<file path="src/rtl/player_ctrl_gen_if.sv">
// Control/status bundle between the beat sequencer and its host.
// The host drives transport controls; the sequencer returns beat index and status.
interface player_ctrl_gen_if #(
  parameter int BEAT_W = 8
);
  logic              beat_en;
  logic              run;
  logic              dir;
  logic              loop;
  logic              restart;
  logic [BEAT_W-1:0] ibeat;
  logic              playing;
  logic              done;
  logic              wrap;
  logic [1:0]        state;

  modport master (
    output beat_en, run, dir, loop, restart,
    input  ibeat, playing, done, wrap, state
  );

  modport slave (
    input  beat_en, run, dir, loop, restart,
    output ibeat, playing, done, wrap, state
  );
endinterface

</file>
<file path="src/rtl/player_ctrl_gen.sv">
// Beat sequencer: steps ibeat over 0..LAST_BEAT on beat strobes,
// forward or reverse, with play/pause, loop/one-shot and restart.
module player_ctrl_gen #(
  parameter int BEAT_W    = 8,
  parameter int LAST_BEAT = 28
) (
  input logic              clk,
  input logic              reset,
  player_ctrl_gen_if.slave bus
);

  typedef enum logic [1:0] {
    STOP  = 2'd0,
    PLAY  = 2'd1,
    PAUSE = 2'd2,
    DONE  = 2'd3
  } state_t;

  localparam logic [BEAT_W-1:0] LB = BEAT_W'(LAST_BEAT);
  localparam logic [BEAT_W-1:0] ZB = '0;

  state_t            state_q, state_d;
  logic [BEAT_W-1:0] ibeat_q, ibeat_d;
  logic              wrap_q, wrap_d;
  logic              at_end;

  always_ff @(posedge clk) begin
    if (reset) begin
      state_q <= STOP;
      ibeat_q <= '0;
      wrap_q  <= 1'b0;
    end else begin
      state_q <= state_d;
      ibeat_q <= ibeat_d;
      wrap_q  <= wrap_d;
    end
  end

  // End reached in the current direction; compare before stepping
  // so the counter never overflows when LAST_BEAT is all ones.
  assign at_end = bus.dir ? (ibeat_q == ZB) : (ibeat_q == LB);

  always_comb begin
    state_d = state_q;
    ibeat_d = ibeat_q;
    wrap_d  = 1'b0;
    if (bus.restart) begin
      ibeat_d = bus.dir ? LB : ZB;
      state_d = bus.run ? PLAY : STOP;
    end else begin
      unique case (state_q)
        STOP, PAUSE: begin
          if (bus.run) state_d = PLAY;
        end
        PLAY: begin
          if (!bus.run) begin
            state_d = PAUSE;
          end else if (bus.beat_en) begin
            unique case (1'b1)
              !at_end: ibeat_d = bus.dir ? ibeat_q - 1'b1
                                         : ibeat_q + 1'b1;
              at_end && bus.loop: begin
                ibeat_d = bus.dir ? LB : ZB;
                wrap_d  = 1'b1;
              end
              default: state_d = DONE;
            endcase
          end
        end
        DONE: begin
          // Leave only when dir now points away from the held end
          if (bus.run && !at_end) state_d = PLAY;
        end
        default: state_d = STOP;
      endcase
    end
  end

  assign bus.ibeat   = ibeat_q;
  assign bus.state   = state_q;
  assign bus.playing = (state_q == PLAY);
  assign bus.done    = (state_q == DONE);
  assign bus.wrap    = wrap_q;

endmodule

</file>
<file path="src/flat_wrapper.sv">
// flat-port wrapper written by rule: the top's interface ports become plain ports
module player_ctrl_gen_flat 
#(
  parameter int BEAT_W    = 8,
  parameter int LAST_BEAT = 28
)
  (clk, reset, bus_beat_en, bus_run, bus_dir, bus_loop, bus_restart, bus_ibeat, bus_playing, bus_done, bus_wrap, bus_state);
  player_ctrl_gen_if #(.BEAT_W(BEAT_W)) bus_i ();
  input logic clk;
  input logic reset;
  input wire logic [$bits(bus_i.beat_en)-1:0] bus_beat_en;
  input wire logic [$bits(bus_i.run)-1:0] bus_run;
  input wire logic [$bits(bus_i.dir)-1:0] bus_dir;
  input wire logic [$bits(bus_i.loop)-1:0] bus_loop;
  input wire logic [$bits(bus_i.restart)-1:0] bus_restart;
  output wire logic [$bits(bus_i.ibeat)-1:0] bus_ibeat;
  output wire logic [$bits(bus_i.playing)-1:0] bus_playing;
  output wire logic [$bits(bus_i.done)-1:0] bus_done;
  output wire logic [$bits(bus_i.wrap)-1:0] bus_wrap;
  output wire logic [$bits(bus_i.state)-1:0] bus_state;
  assign bus_i.beat_en = bus_beat_en;
  assign bus_i.run = bus_run;
  assign bus_i.dir = bus_dir;
  assign bus_i.loop = bus_loop;
  assign bus_i.restart = bus_restart;
  assign bus_ibeat = bus_i.ibeat;
  assign bus_playing = bus_i.playing;
  assign bus_done = bus_i.done;
  assign bus_wrap = bus_i.wrap;
  assign bus_state = bus_i.state;
  player_ctrl_gen #(.BEAT_W(BEAT_W), .LAST_BEAT(LAST_BEAT)) u_core (.clk(clk), .reset(reset), .bus(bus_i));
endmodule
</file>
<file path="config.mk">
export PLATFORM = sky130hd
export DESIGN_NAME = player_ctrl_gen_flat
export DESIGN_NICKNAME = d
export VERILOG_FILES = /design/src/rtl/player_ctrl_gen_if.sv /design/src/rtl/player_ctrl_gen.sv /design/src/flat_wrapper.sv
export SDC_FILE = /design/constraint.sdc
export NUM_CORES = 1
export LEC_CHECK = 0
export BUFFER_PORTS_ARGS = -buffer_cell sky130_fd_sc_hd__buf_2
export CORE_MARGIN = 1
export CORE_UTILIZATION = 45
export CTS_BUF_LIST = sky130_fd_sc_hd__clkbuf_8 sky130_fd_sc_hd__clkbuf_16
export CTS_CLUSTER_SIZE = 40
export DETAILED_ROUTE_END_ITERATION = 8
export PLACE_DENSITY = 0.76
export REMOVE_ABC_BUFFERS = 1
export SLEW_MARGIN = 20
export SYNTH_ARGS = -nofsm -noshare
export SYNTH_HDL_FRONTEND = slang
export SYNTH_SLANG_ARGS = --single-unit
</file>
<file path="constraint.sdc">
create_clock -name clk -period 3.07 [get_ports clk]
set_input_delay 0.307 -clock clk [delete_from_list [all_inputs] [get_ports clk]]
set_output_delay 0.307 -clock clk [all_outputs]
set_load 0.02 [all_outputs]
</file>
== After elaboration in Yosys (flattened, before gate mapping) ==
Cells that the tools add are included.
Storage, ports and cells
  flip-flop bits (word level): 11
  output and inout bits: 13
  input port bits: 7
  logic and storage cells: 47
Cells by class
  bitwise operators: 3
  muxes and demuxes: 17
  add/subtract/negate cells: 2
  reduce and logical (&&, ||, !) cells: 14
  equality and inequality tests: 8
Operators with widths (count)
  $mux 8: 5
  $pmux 8 s2: 1
  $mux 2: 6
  $add 8x1->8 const B: 1
  $eq 8x5->1 const B: 1
  $logic_not 8->1: 1
  $ne 4x4->1 const B: 2
  $reduce_and 4->1: 2
  $sub 8x1->8 const B: 1
  $pmux 2 s3: 1
  $reduce_bool 2->1: 3
  $mux 5: 1
  $reduce_or 5->1: 1
  $eq 2x2->1 const B: 2
  $reduce_or 2->1: 2
  $mux 1: 3
  $ne 3x2->1 const B: 1
  $ne 3x3->1 const B: 1
  $not 1->1: 3
  $reduce_bool 3->1: 1
  $eq 2x1->1 const B: 1
  $logic_and 1x1->1: 2
  $logic_not 2->1: 1
  $logic_not 1->1: 1

== Logic depth before layout (Yosys ltp) ==
  word-level depth: 9
  gate-level depth with buffers: 6
  mapped depth without buffers: 6

== Least setup slack after synthesis ==
OpenSTA, ideal clock, no wires.
  path type: register to register
  start point: reg u_core.ibeat_q[1] (netlist: u_core.bus.ibeat[1])
  end point: reg u_core.ibeat_q[7] (netlist: u_core.bus.ibeat[7])
  cell stages (with the launch flop): 7
  path buffers: 0
  library setup time: 0.132 ns
  clock period less this slack: 1.946 ns
  required time: 2.938 ns
  slack: 1.124 ns
  data arrival time: 1.814 ns
  path through: dfxtp_1 -> ha_1 -> a211oi_1 -> o21ai_0 -> o311ai_0 -> a211o_1 -> a31oi_1
Between the ends
  word-level cells in the longest chain between the ends: 8
  elaborated cells between the ends (all ways): 15
  classes of those cells: 2 x add/sub; 1 x eq/ne; 7 x mux; 5 x reduce/logical
RTL lines
  start: declaration: RTL line player_ctrl_gen.sv:23  | logic [BEAT_W-1:0] ibeat_q, ibeat_d;
  start signal: assignment: RTL line player_ctrl_gen.sv:34  | ibeat_q <= ibeat_d;
  parallel branches: the longest is 8 deep, another holds $add 8x1->8
Parallel ways; which one is timed is not known. The select of a mux whose other input is x is not followed.
A chain may end at the register's enable or synchronous reset.

== Final worst setup path ==
Ends and elaborated chain as after synthesis.

==> flow_summary.toml <==
[worst_setup_path]
cp.arrival_ns = 2.29
criticalPathCategory = "register to register"
ff2ff_setup_slack_ns = 0.95
reg2reg_depth = 6
cp-end-kind = "register"
cp_max_fo = 5
crit_path_start_kind = "register"
crit_required_ns = 3.24

[clocking]
clkTransAtPathRegs_ns = 0.05
cts_tree = "yes"
ctsResizeCount = 0
cts_hold_buf = 0
root_buffer = "clkbuf_8"
cts.sinks = 11
clk_latency_ns = 0.24
post_cts_buffers = 0
cts_inserted_buffers = 3
cts_max_path_buffers = 2
cts_max_level = 1

[synthesis]
synth_simple_gate_area_share_pct = 23.12
synthArstFlopShare_pct = 0
ys.flop_type = "dfxtp_1"
syn_area_per_cell_sq_um = 8.910
netlist_area_sq_um = 882.1
synth-adder-area-share_pct = 10.78
synth_edf_count = 0
postSynthCellCount = 99
synth_top_family_by_area = "compound AO/OA/AOI/OAI gates"
yosysWarningCount = 0
muxShareOfSynthArea_pct = 0
netlist.area_leader.share_pct = 24.96
synth_compound_area_share_pct = 34.61
yosys.cell_types.count = 44
synth_xor_area_share_pct = 3.972
synth_top_area_cell = "dfxtp_1"
synth_area_leaders = "dfxtp_1 25%, ha_1 8.5%, a21oi_1 4.5%"
ys_ff_latch = 11
synth-seq-area-share_pct = 24.96

[timing]
grt_setup_unrepaired = "no"
worstMarginPinSlew_ns = 0.5555
hold_violations = 0
slew_headroom_pct = 62.50
fin_crit_ns = 2.122
final.setup.tns_ns = 0
max_freq_ghz = 0.4713
clock_skew_ns = 0.002737
post-route-period-util_pct = 69.11
maxSlewViolCount = 0
finalSetupViolCount = 0

[job]
maxCapViolCount = 0

[hold_path]
hp-class = "primary input to register"
worstHoldPathCells = 2

[die]
rows = 15
die_y_microns = 46.28
core-area_sq_um = 1783
io_pins = 20
fp.dieW_microns = 46.28
start_util_pct = 49.47
dieArea_sq_um = 2141

[final_layout]
antenna_cells = 0
finalNonFillerCells = 145
area_delta_synth_final_pct = 18.72
final_net_count = 135
drive_gt1_share_pct = 25.00
fin_util_pct = 58.74

[route]
vias_per_cell = 5.979
routed_wl_mm = 2.114
wl_per_cell_microns = 14.58
route.detailed.drc = 0
antenna_left = 0
drt-initial-drc-count = 19
vias = 867
firstDrtPassIters = 4

[power_and_ir_drop]
power.leakage_nw = 0.4624
internal_power_uw = 283.3
power_frac_comb_pct = 26.7
pwr-share-seq_pct = 37.5
power_frac_clock_pct = 35.8
swShare_pct = 31.94
total_power_uw = 416.2
ir_worst_vdd_mv = 0.3179
powerDensity_nw_per_um2 = 397.4
switching_power_uw = 132.9

[global_route]
overflow = 0
antenna_found_initial = 0
grt_pass1_wl_mm = 3.422
grt_usage_pct = 22.64
grt_pass1_vias = 793
grt_start_max_net_pins = 15

[place]
hpwl_mm = 1.662
io_buffers = 19
gp_congestion = 0.8126
post-place-cells = 141

[outcome]
outcome = "finished, final reports clean"
## Yosys cell counts, drive strengths merged (2+ instances only)
cell type,number
dfxtp,11
nor2,9
a21oi,8
ha,6
o21ai,5
inv,4
nand2,4
a211oi,3
nand3,3
nor3,3
o21bai,3
xor2,3
a2111oi,2
a21o,2
and2,2
nand3b,2
nand4b,2
o211ai,2
o311a,2
or3,2
or4b,2
## path summary, 6_finish.rpt
path                                          from                          endpoint
hold / removal                             bus_run  u_core.bus.state[1]$_SDFFE_PP0P_
setup / recovery  u_core.bus.ibeat[1]$_SDFFE_PP0P_  u_core.bus.ibeat[7]$_SDFFE_PP0P_
hold reg to reg   u_core.bus.state[0]$_SDFFE_PP0P_  u_core.bus.state[1]$_SDFFE_PP0P_
setup reg to reg  u_core.bus.ibeat[1]$_SDFFE_PP0P_  u_core.bus.ibeat[7]$_SDFFE_PP0P_
## cell type report
class	instances	area [sq um]
Clock buffer	3	41.29
Timing Repair Buffer	19	95.09
Sequential cell	11	220.2
Inverter	4	15.01
Clock inverter	1	5.005
Multi-Input combinational cell	82	639.4
Fill cell	180	735.7
Tap cell	25	31.28
## power by group through the flow
stage	registers, mW	clock network [mW]	logic (mW)
6_report	0.156	0.149	0.111
3_3_place_gp	0.159	0	0.106
5_1_grt	0.157	0.157	0.123
2_1_floorplan	0.164	0	0.0715
3_5_place_dp	0.159	0	0.110
4_1_cts	0.156	0.153	0.110
## stage by stage
step	hold WS, ns	setup slack, ns	area, sq um
after global routing	0.3298	0.7855	1047
after detailed placement	0.5248	0.7935	1001
after CTS	0.3115	0.9550	1047
final	0.3177	0.9483	1047
after global placement	0.5097	0.8985	1001
after floorplan	0.3764	1.135	874.6
## metal layers
layer	GRT usage (%)	vias to the layer above	share of wire [%]
met2	37.18	28	49
li1	-	429	-
met3	7.059	4	5.0
met4	7.059	0	1.2
met1	27.96	406	45
met5	0	-	0
## flip-flops by register name, indices dropped and copies added, names as in the netlist
register,cells
u_core.bus.state,2
u_core.bus.wrap,1
u_core.bus.ibeat,8
## layout by cell type (no fill, tap or decap), drive strengths merged, types with 3 or more instances in the layout
| cell type | instances |
|---|---|
| buf | 19 |
| dfxtp | 11 |
| nor2 | 9 |
| a21oi | 8 |
| ha | 6 |
| o21ai | 5 |
| inv | 4 |
| nand2 | 4 |
| xor2 | 3 |
| o21bai | 3 |
| nand3 | 3 |
| nor3 | 3 |
| clkbuf | 3 |
| a211oi | 3 |
## worst max-delay path, cell delays in order, from the launching register on
cell and delay, ns:
dfxtp_1 0.40, ha_1 0.28, a211oi_1 0.29, o21ai_0 0.20
o311ai_0 0.52, nand3_1 0.15, a31oi_1 0.20
## cell families (layout without fill, tap and decap cells)
kind of cell	count (synthesis)	after routing
flip-flops	11	11
AND/OR/NAND/NOR	35	35
adder cells (fa/ha/maj)	7	7
buffers and inverters	6	27
AO/OA/AOI/OAI	36	36
XOR/XNOR	4	4
Note: power is estimated with default switching activity, not from simulation.
